## src/rtl/pwm_ctrl_pkg.sv

```systemverilog
// Shared types and sizing for the PWM duty fade controller.
// State encoding, default duty width and default prescaler divide.
package pwm_ctrl_pkg;

    localparam int DUTY_W           = 8;
    localparam int DEFAULT_TICK_DIV = 256;

    typedef enum logic [1:0] {
        IDLE = 2'd0,
        WAIT = 2'd1,
        STEP = 2'd2,
        HOLD = 2'd3
    } fade_state_t;

endpackage

```

## src/rtl/fade_prescaler.sv

```systemverilog
// Free-running 0..TICK_DIV-1 counter; tick is high in the last count of each lap.
// Latency: tick is decoded from the registered count. No backpressure.
module fade_prescaler #(
    parameter int TICK_DIV = 256
) (
    input  logic clk,
    input  logic rst_n,
    input  logic clear,
    output logic tick
);

    localparam int CW = $clog2(TICK_DIV);

    logic [CW-1:0] cnt;

    // TICK_DIV is a power of two, so natural rollover gives the wrap.
    always_ff @(posedge clk) begin
        if (!rst_n || clear) begin
            cnt <= '0;
        end else begin
            cnt <= cnt + CW'(1);
        end
    end

    assign tick = (cnt == CW'(TICK_DIV - 1));

endmodule

```

## src/rtl/pwm_fade_controller.sv

```systemverilog
// Ramps the applied PWM duty toward the latest target in fixed steps at a tick-based interval.
// Latency: one cycle on the immediate path; first fade step lands one cycle after (interval+1)*TICK_DIV.
// No backpressure. PWM_SYNC_UPDATE_EN defers every duty change to the next pwm_period_start pulse.
module pwm_fade_controller
    import pwm_ctrl_pkg::*;
#(
    parameter int WIDTH    = DUTY_W,
    parameter int TICK_DIV = DEFAULT_TICK_DIV
) (
    input  logic             clk,
    input  logic             rst_n,
    input  logic [WIDTH-1:0] target_duty,
    input  logic [WIDTH-1:0] fade_step,
    input  logic [WIDTH-1:0] fade_interval,
    input  logic             fade_en,
    input  logic             pwm_period_start,
    output logic [WIDTH-1:0] duty_out,
    output logic             busy,
    output logic             done
);

    fade_state_t      state, state_nx;
    logic [WIDTH-1:0] goal, goal_nx;
    logic [WIDTH-1:0] cur, cur_nx;
    logic [WIDTH-1:0] ivl_cnt, ivl_nx;
    logic             fin, fin_nx;
    logic             pre_clr;
    logic             tick;
    logic             changed;
    logic             immediate;
    logic             up;
    logic [WIDTH:0]   diff;
    logic [WIDTH:0]   stepped;
    logic             pend;
    logic             unused_ok;

    fade_prescaler #(
        .TICK_DIV (TICK_DIV)
    ) u_prescaler (
        .clk   (clk),
        .rst_n (rst_n),
        .clear (pre_clr),
        .tick  (tick)
    );

    assign changed   = (target_duty != goal);
    assign immediate = !fade_en || (fade_step == '0);

    // One extra bit keeps the compare and the move free of wrap.
    assign up      = (goal >= cur);
    assign diff    = up ? ({1'b0, goal} - {1'b0, cur}) : ({1'b0, cur} - {1'b0, goal});
    assign stepped = up ? ({1'b0, cur} + {1'b0, fade_step}) : ({1'b0, cur} - {1'b0, fade_step});

    always_comb begin
        state_nx = state;
        goal_nx  = goal;
        cur_nx   = cur;
        ivl_nx   = ivl_cnt;
        fin_nx   = 1'b0;
        pre_clr  = 1'b0;

        case (state)
            WAIT: begin
                if (tick) begin
                    if (ivl_cnt == '0) begin
                        state_nx = STEP;
                    end else begin
                        ivl_nx = ivl_cnt - WIDTH'(1);
                    end
                end
            end
            STEP: begin
                if (diff <= {1'b0, fade_step}) begin
                    cur_nx = goal;
`ifdef PWM_SYNC_UPDATE_EN
                    state_nx = HOLD;
`else
                    state_nx = IDLE;
                    fin_nx   = 1'b1;
`endif
                end else begin
                    cur_nx   = stepped[WIDTH-1:0];
                    ivl_nx   = fade_interval;
                    state_nx = WAIT;
                end
            end
            HOLD: begin
                if (pwm_period_start || !pend) begin
                    state_nx = IDLE;
                    fin_nx   = 1'b1;
                end
            end
            default: ;
        endcase

        if (changed) begin
            goal_nx = target_duty;
            if (immediate) begin
                cur_nx = target_duty;
`ifdef PWM_SYNC_UPDATE_EN
                state_nx = HOLD;
                fin_nx   = 1'b0;
`else
                state_nx = IDLE;
                fin_nx   = 1'b1;
`endif
            end else if (state == IDLE || state == HOLD) begin
                state_nx = WAIT;
                pre_clr  = 1'b1;
                ivl_nx   = fade_interval;
                fin_nx   = 1'b0;
            end else if (state == STEP) begin
                // The step just taken used the old goal; keep fading toward the new one.
                state_nx = WAIT;
                ivl_nx   = fade_interval;
                fin_nx   = 1'b0;
            end
        end
    end

    always_ff @(posedge clk) begin
        if (!rst_n) begin
            state   <= IDLE;
            goal    <= '0;
            cur     <= '0;
            ivl_cnt <= '0;
            fin     <= 1'b0;
            done    <= 1'b0;
            busy    <= 1'b0;
        end else begin
            state   <= state_nx;
            goal    <= goal_nx;
            cur     <= cur_nx;
            ivl_cnt <= ivl_nx;
            fin     <= fin_nx;
            done    <= fin;
            busy    <= (state_nx != IDLE);
        end
    end

`ifdef PWM_SYNC_UPDATE_EN
    logic [WIDTH-1:0] dout;

    always_ff @(posedge clk) begin
        if (!rst_n) begin
            dout <= '0;
            pend <= 1'b0;
        end else begin
            if (pwm_period_start && pend) begin
                dout <= cur;
            end
            if (cur_nx != cur) begin
                pend <= 1'b1;
            end else if (pwm_period_start) begin
                pend <= 1'b0;
            end
        end
    end

    assign duty_out  = dout;
    assign unused_ok = stepped[WIDTH];
`else
    assign pend      = 1'b0;
    assign duty_out  = cur;
    assign unused_ok = ^{stepped[WIDTH], pwm_period_start, pend};
`endif

endmodule

```

## config.mk

```make
export PLATFORM = sky130hd
export DESIGN_NAME = pwm_fade_controller
export DESIGN_NICKNAME = d
export VERILOG_FILES = /design/src/rtl/pwm_ctrl_pkg.sv /design/src/rtl/fade_prescaler.sv /design/src/rtl/pwm_fade_controller.sv
export SDC_FILE = /design/constraint.sdc
export NUM_CORES = 1
export LEC_CHECK = 0
export ABC_CLOCK_PERIOD_IN_PS = 8550
export CORE_MARGIN = 5
export CORE_UTILIZATION = 62
export CTS_BUF_LIST = sky130_fd_sc_hd__clkbuf_4
export CTS_CLUSTER_SIZE = 24
export DETAILED_ROUTE_END_ITERATION = 7
export DONT_BUFFER_PORTS = 1
export PLACE_DENSITY = 0.75
export SLEW_MARGIN = 15
export SYNTH_ARGS = -nofsm -noshare
export SYNTH_HDL_FRONTEND = slang
export SYNTH_SLANG_ARGS = --single-unit
export TNS_END_PERCENT = 10
```

## constraint.sdc

```tcl
create_clock -name clk -period 8.55 [get_ports clk]
set_clock_uncertainty 0.15 [all_clocks]
set_input_delay 0.4275 -clock clk [delete_from_list [all_inputs] [get_ports clk]]
set_output_delay 0.4275 -clock clk [all_outputs]
set_load 0.05 [all_outputs]
```

==> results.md, run 1 <==
* Deepest clock path buffer count at 2
* Layout cells sized above 1 at 5.097%
* Met3 demand-to-capacity share in global routing at between 5 and 6%
* Post-route non-filler standard cell count at 482
* Cts bufs inserted at 5
* Total via count after detailed routing at 3003
* Slowest stage cell on the critical path: sky130_fd_sc_hd__dfxtp_1
* Number of warnings reported in the yosys synthesis log at 0
* Total of hold buffers inserted after clock tree synthesis at 0
* Layout Nets at roughly 480
* Final period demand of the worst path at 6227 ps
* Number of placed instances, taps included at 474
* CP top delay family: compound AO/OA/AOI/OAI gates
* Clock-pin slew on the worst setup and hold paths at 120 ps
* Number of levels in the clock H-tree at 2
* Largest fanout on the critical path at 13
* Setup crit start kind: register
* Mapped Area at 3293 um^2
* Buffers inserted by post-CTS timing repair at 0
* Mean number of vias per cell at roughly 6.2
* Post-synth net total at between 400 and 500
* Share of the yosys chip area belonging to registers at 22.49%
* Final HPWL DP at ~6200 um
* PostCTS Resize Cnt at 0
* Clock tree from TritonCTS: built
* Number of max-slew violations in the final report at 0
* Count of TritonRoute iterations in the first routing pass at 5
* Number of distinct library cells after synthesis at 56
* Outcome: finished clean
* Die height at around 83 um
* Number of synthesized flops with an enable pin at 0
* GRT met2 Usage at around 34%
* Hold crit path type: input port to register
* Boundary Pins at 38
* Synth Register Bits at 37
* Effective utilization at floorplan at between 60% and 70%
* Commonest non-fill, non-tap cells in the layout: sky130_fd_sc_hd__inv_1 (44), sky130_fd_sc_hd__ha_1 (40), sky130_fd_sc_hd__dfxtp_1 (37)
* Count of endpoints failing setup in the final report at 0
* Max cap viols at 0
* Async SR Flop Fraction at 0%
* P_leak at ~1.4 nW
* Type of the setup path with the least slack: register to register
* Fmax at between 0.15 and 0.2 GHz
* Final core area utilization at around 66%
* Placer's final routability congestion estimate at 0.9406
* Die Outline Area at slightly below 7000 um^2
* Via count of the first global-routing pass at 2832
* Remaining routing DRC violations at 0
* Per-instance average area after synthesis at ~8 um^2
* Global-route wire length before repair at 13320 um
* Final total power at just over 0.5 mW
* Critical-path cell list: inv_1 -> ha_1 -> nor2b_1 -> o31a_1 -> o31a_1 -> nor2_1 -> mux2_2 -> a311oi_1 -> xnor2_1 -> ha_1 -> a211oi_1 -> o21ai_0 -> o221ai_1 -> nand4_1 -> a21boi_0 -> a221o_1
* Cell Pwr Density at ~150 nW/um^2
* Buf/Inv on CP at 1
* Ys flop type: sky130_fd_sc_hd__dfxtp_1
* Root buffer cell: sky130_fd_sc_hd__clkbuf_4
* X dimension of the die at 82.88 um
* Setup TNS Final at 0 ps
* Setup repair after global routing missed its margin: false
* Global route total overflow at 0
* Count of standard-cell rows at 26
* Worst slack, placed at ~2400 ps
* Clk sinks at 37
* P&R area growth vs syn at 3.420%
* Overall fraction of global-route tracks in use at a little under a quarter
* Area of the core region at around 5000 um^2
* CP endpoint kind: register
* Total inserted antenna cells at 0
* Number of hold violations in the final report at 0
* Detailed-route wire length per cell at between 15 and 20 um
* Post-Syn Instances at between 400 and 500
* GR Layer Usage met1 at roughly 32%
* Worst vdd rail ir drop at around 0.00011 V
* Clock latency reported for the late side of the worst-skew pair at ~360 ps
* Maximum number of pins on one net before global-route repair at 24
* Most crowded layer after global routing: met2
* Buffers on Ports at 0
* Total Routed Length at between 7000 and 8000 um
* Final worst-path cycle share at ~73%
* Worst slew margin relative to its limit at roughly 48%
* Number of antenna violations at the first check in global routing at 0
* Worst-Margin Slew at roughly 790 ps
* Post-route worst setup slack at roughly 2300 ps
* Worst EP arrival at 6390 ps
* Required time of the critical path at 8710 ps
* Maximum single-stage delay on the critical path at 850 ps
* Commonest non-fill, non-tap cell in the layout: sky130_fd_sc_hd__inv_1
* Starting DRC count in detailed routing at roughly 220
* Remaining antenna violation count after routing at 0
## path summary, 6_finish.rpt
kind / depth (start not counted) / slack, ps / from / end
worst max-delay path: 16 / 2320 / duty_out[1] / ivl_cnt[4]
worst min-delay path: 2 / 30 / fade_interval[3] / ivl_cnt[3]
worst max register to register: 16 / 2320 / duty_out[1] / ivl_cnt[4]
worst min register to register: 1 / 310 / fin / done
## worst register-to-register path: stages (launching register included)
cell and delay, ps:
sky130_fd_sc_hd__dfxtp_1 850, sky130_fd_sc_hd__inv_1 200, sky130_fd_sc_hd__ha_1 360, sky130_fd_sc_hd__nor2b_1 150, sky130_fd_sc_hd__o31a_1 290, sky130_fd_sc_hd__o31a_1 350, sky130_fd_sc_hd__nor2_1 530, sky130_fd_sc_hd__mux2_2 410
sky130_fd_sc_hd__a311oi_1 300, sky130_fd_sc_hd__xnor2_1 170, sky130_fd_sc_hd__ha_1 280, sky130_fd_sc_hd__a211oi_1 200, sky130_fd_sc_hd__o21ai_0 110, sky130_fd_sc_hd__o221ai_1 470, sky130_fd_sc_hd__nand4_1 680, sky130_fd_sc_hd__a21boi_0 490
sky130_fd_sc_hd__a221o_1 200
## Yosys cell counts (4+ instances only)
cell	n	area [um^2]
sky130_fd_sc_hd__and2_1	11	68.82
sky130_fd_sc_hd__nor2_1	31	116.4
sky130_fd_sc_hd__nor4_1	4	25.02
sky130_fd_sc_hd__nand2_1	29	108.9
sky130_fd_sc_hd__xor2_1	15	131.4
sky130_fd_sc_hd__o21a_1	5	37.54
sky130_fd_sc_hd__o21ai_0	26	130.1
sky130_fd_sc_hd__a21o_1	6	45.04
sky130_fd_sc_hd__dfxtp_1	37	740.7
sky130_fd_sc_hd__nand4_1	7	43.79
sky130_fd_sc_hd__nor3_1	9	45.04
sky130_fd_sc_hd__a31oi_1	11	68.82
sky130_fd_sc_hd__nand3_1	15	75.07
sky130_fd_sc_hd__a21boi_0	4	30.03
sky130_fd_sc_hd__a211oi_1	4	30.03
sky130_fd_sc_hd__buf_2	4	20.02
sky130_fd_sc_hd__clkbuf_1	4	15.01
sky130_fd_sc_hd__a221o_1	6	60.06
sky130_fd_sc_hd__inv_1	44	165.2
sky130_fd_sc_hd__ha_1	40	500.5
sky130_fd_sc_hd__mux2i_1	4	40.04
sky130_fd_sc_hd__a2bb2oi_1	6	52.55
sky130_fd_sc_hd__a21oi_1	21	105.1
sky130_fd_sc_hd__xnor2_1	16	140.1
## metal layers
layer | vias to the layer above | part of all wire, % | routed length, um
met5 | - | 0 | 0
met4 | 0 | 1.3 | 103
met3 | 10 | 8.0 | 627
met2 | 109 | 43 | 3396
met1 | 1402 | 47 | 3705
li1 | 1482 | - | -
## report_power, final
part | switching (mW) | internal [mW] | total [mW] | leakage (nW)
clock network | 0.0641 | 0.0325 | 0.0967 | 0.0352
logic | 0.123 | 0.0911 | 0.215 | 1.09
registers | 0.0222 | 0.181 | 0.204 | 0.305
total | 0.210 | 0.305 | 0.515 | 1.43
## cell type report
type / instances / area, um^2
Multi-Input combinational cell: 322 / 2349
Fill cell: 481 / 1734
Sequential cell: 37 / 740.7
Inverter: 45 / 168.9
Tap cell: 70 / 87.58
Clock buffer: 5 / 37.54
Clock inverter: 3 / 22.52
## stage by stage
stage,hold WS [ps],area [um^2]
3_3_place_gp,270.8,3346
6_report,33.37,3406
5_1_grt,12.09,3406
2_1_floorplan,261.9,3293
3_5_place_dp,284.2,3346
4_1_cts,18.61,3406
## kinds of logic (layout without fill, tap and decap cells)
| kind of cell | Yosys count | count (layout) | synth area share, % |
|---|---|---|---|
| AO/OA/AOI/OAI | 120 | 120 | 26.33 |
| XOR/XNOR | 31 | 31 | 8.245 |
| adder cells (fa/ha/maj) | 43 | 43 | 17.02 |
| buffers and inverters | 53 | 53 | 6.193 |
| flip-flops | 37 | 37 | 22.49 |
| multiplexers | 5 | 5 | 1.558 |
| AND/OR/NAND/NOR | 123 | 123 | 18.16 |
## registers in the layout, summed over array words and instances, names as in the netlist
signal and cells:
done 1, goal 8, ivl_cnt 8, busy 1, state 2, u_prescaler.cnt 8
fin 1, duty_out 8
(Power assumes the default switching activity.)
==> run 2: changes to the inputs <==
- ABC_CLOCK_PERIOD_IN_PS: 8550 -> 6000
- clock period: 8.55 -> 6 ns (I/O delays scaled with it)
==> results.md, run 2 (synthesis results as in run 1) <==
* Largest fanout on the critical path at 13 (unchanged)
* Count of standard-cell rows at 26 (unchanged)
* Max cap viols at 0 (unchanged)
* P_leak at 1.596 nW (+11%)
* Final HPWL DP at 6235 um (+1.1%)
* Clock latency reported for the late side of the worst-skew pair at 350 ps (about the same)
* Setup crit start kind: register
* Cell Pwr Density at 213.4 nW/um^2 (+41%)
* Final worst-path cycle share at 92.41% (+20 points)
* Layout Nets at 515 (+6.8%)
* Setup repair after global routing missed its margin: false
* Switching Fraction at 37.56% (-3.2 points)
* Clock-pin slew on the worst setup and hold paths at 120 ps (about the same)
* Clk sinks at 37 (unchanged)
* Startpoint of the lowest-slack hold path: target_duty[6]
* Required time of the critical path at 6150 ps (-2560 ps)
* Fraction of power consumed by combinational cells at 43.1% (+1.4 points)
* Root buffer cell: sky130_fd_sc_hd__clkbuf_4
* Type of the setup path with the least slack: register to register
* Number of antenna violations at the first check in global routing at 0 (unchanged)
* Setup TNS Final at 0 ps (unchanged)
* X dimension of the die at 82.88 um (unchanged)
* Remaining antenna violation count after routing at 0 (unchanged)
* Cts bufs inserted at 5 (unchanged)
* Part of the total power dissipated in the clock network at 22.3% (+3.5 points)
* Number of hold violations in the final report at 0 (unchanged)
* Effective utilization at floorplan at 64.07% (unchanged)
* Global-route wire length before repair at 14230 um (+6.8%)
* Count of TritonRoute iterations in the first routing pass at 5 (unchanged)
* Placer's final routability congestion estimate at 0.9565 (+1.7%)
* Fmax at 0.1804 GHz (+12%)
* CP Launch Point: duty_out[5]
* Number of max-slew violations in the final report at 0 (unchanged)
* Final core area utilization at 72.66% (+6.4 points)
* Hold crit path type: input port to register
* Launch point of the worst reg-to-reg path: duty_out[5]
* Boundary Pins at 38 (unchanged)
* Register-to-Register Path Depth at 16 (unchanged)
* P&R area growth vs syn at 13.41%
* Area of the core region at 5140 um^2 (unchanged)
* Mean number of vias per cell at 6.122 (-1.7%)
* Commonest non-fill, non-tap cell in the layout: sky130_fd_sc_hd__inv_1
* Count of endpoints failing setup in the final report at 0 (unchanged)
* Internal power of the cells at 0.4977 mW (+63%)
* Buffers on Ports at 0 (unchanged)
* CP endpoint kind: register
* Die Outline Area at 6869 um^2 (unchanged)
* Number of placed instances, taps included at 482 (+1.7%)
* Worst-Margin Slew at 684.3 ps (-100.8 ps)
* Via count of the first global-routing pass at 3004 (+6.1%)
* Total Routed Length at 8421 um (+7.5%)
* Commonest non-fill, non-tap cells in the layout: sky130_fd_sc_hd__inv_1 (44), sky130_fd_sc_hd__ha_1 (40), sky130_fd_sc_hd__dfxtp_1 (37)
* Deepest clock path buffer count at 2 (unchanged)
* Sequential power share at 34.6% (-5.0 points)
* Total via count after detailed routing at 3153 (+5.0%)
* Detailed-route wire length per cell at 16.35 um (+0.63%)
* Post-route non-filler standard cell count at 515 (+6.8%)
* Switching power total at 0.2994 mW (+43%)
* Worst EP arrival at 5690 ps (-700 ps)
* Final period demand of the worst path at 5545 ps (-682.8 ps)
* Worst vdd rail ir drop at 0.0001823 V (+62%)
* Overall fraction of global-route tracks in use at 24.54% (+1.8 points)
* Clock tree from TritonCTS: built
* Worst slew margin relative to its limit at 54.24% (+6.7 points)
* Remaining routing DRC violations at 0 (unchanged)
* Global route total overflow at 0 (unchanged)
* Die height at 82.88 um (unchanged)
* Starting DRC count in detailed routing at 265 (+23%)
* Maximum number of pins on one net before global-route repair at 19 (-21%)
* Number of levels in the clock H-tree at 2 (unchanged)
* Worst hold path depth at 2 (unchanged)
* Outcome: finished clean
* Layout cells sized above 1 at 6.292% (+1.2 points)
* Total inserted antenna cells at 0 (unchanged)
==> run 2: final timing paths <==
check                                   end  slack, ps
worst max-delay path             ivl_cnt[1]        460
worst min-delay path            duty_out[6]         20
worst max register to register   ivl_cnt[1]        460
worst min register to register         done        310
==> run 2: power by group through the flow <==
stage	Combinational, mW	Sequential [mW]	Clock, mW
after floorplan	0.245	0.291	0
after global placement	0.317	0.281	0
after detailed placement	0.323	0.281	0
after CTS	0.340	0.276	0.178
after global routing	0.384	0.277	0.190
final	0.344	0.276	0.178
==> run 2: through the flow <==
stage	power (mW)	hold slack [ps]	cell area [um^2]	worst slack, ps
6_report	0.7971	20.59	3735	455.4
5_1_grt	0.8517	22.96	3735	13.79
4_1_cts	0.7940	25.31	3735	518.6
3_5_place_dp	0.6047	274.5	3406	551.3
3_3_place_gp	0.5983	272.0	3406	714.0
2_1_floorplan	0.5365	258.6	3293	886.1
==> run 2: layout make-up <==
class | count | area [um^2]
clock inverter | 2 | 33.78
timing repair buffer | 33 | 310.3
fill | 437 | 1405
clock buffer | 6 | 45.04
tap | 70 | 87.58
sequential | 37 | 740.7
inverter | 45 | 168.9
multi-input combinational | 322 | 2349
==> run 2: critical path, cell delays in order, from the launching register on <==
cell                       delay (ps)
sky130_fd_sc_hd__dfxtp_1          710
sky130_fd_sc_hd__inv_1            130
sky130_fd_sc_hd__ha_1             480
sky130_fd_sc_hd__nand4_1          250
sky130_fd_sc_hd__o211ai_1         300
sky130_fd_sc_hd__nor2_1            90
sky130_fd_sc_hd__buf_4            180
sky130_fd_sc_hd__mux2_2           270
sky130_fd_sc_hd__a311oi_1         300
sky130_fd_sc_hd__xnor2_1          160
sky130_fd_sc_hd__ha_1             280
sky130_fd_sc_hd__a211oi_1         240
sky130_fd_sc_hd__o21ai_0          140
sky130_fd_sc_hd__o221ai_1         480
sky130_fd_sc_hd__nand4_1          660
sky130_fd_sc_hd__a21boi_0         470
sky130_fd_sc_hd__a221o_1          190
==> run 2: routing by layer <==
metal	part of all wire, %	vias to the layer above	global-route usage, %
li1	-	1546	-
met5	0	-	0
met3	8.8	11	6.436
met1	45	1466	33.68
met2	45	130	39.65
met4	0.81	0	3.269
==> run 2: timing repair <==
action / in CTS / in global routing
resized for setup: 0 / 0
hold endpoints to repair: 27 / 0
hold buffers: 25 / 0
buffers inserted: 0 / 0
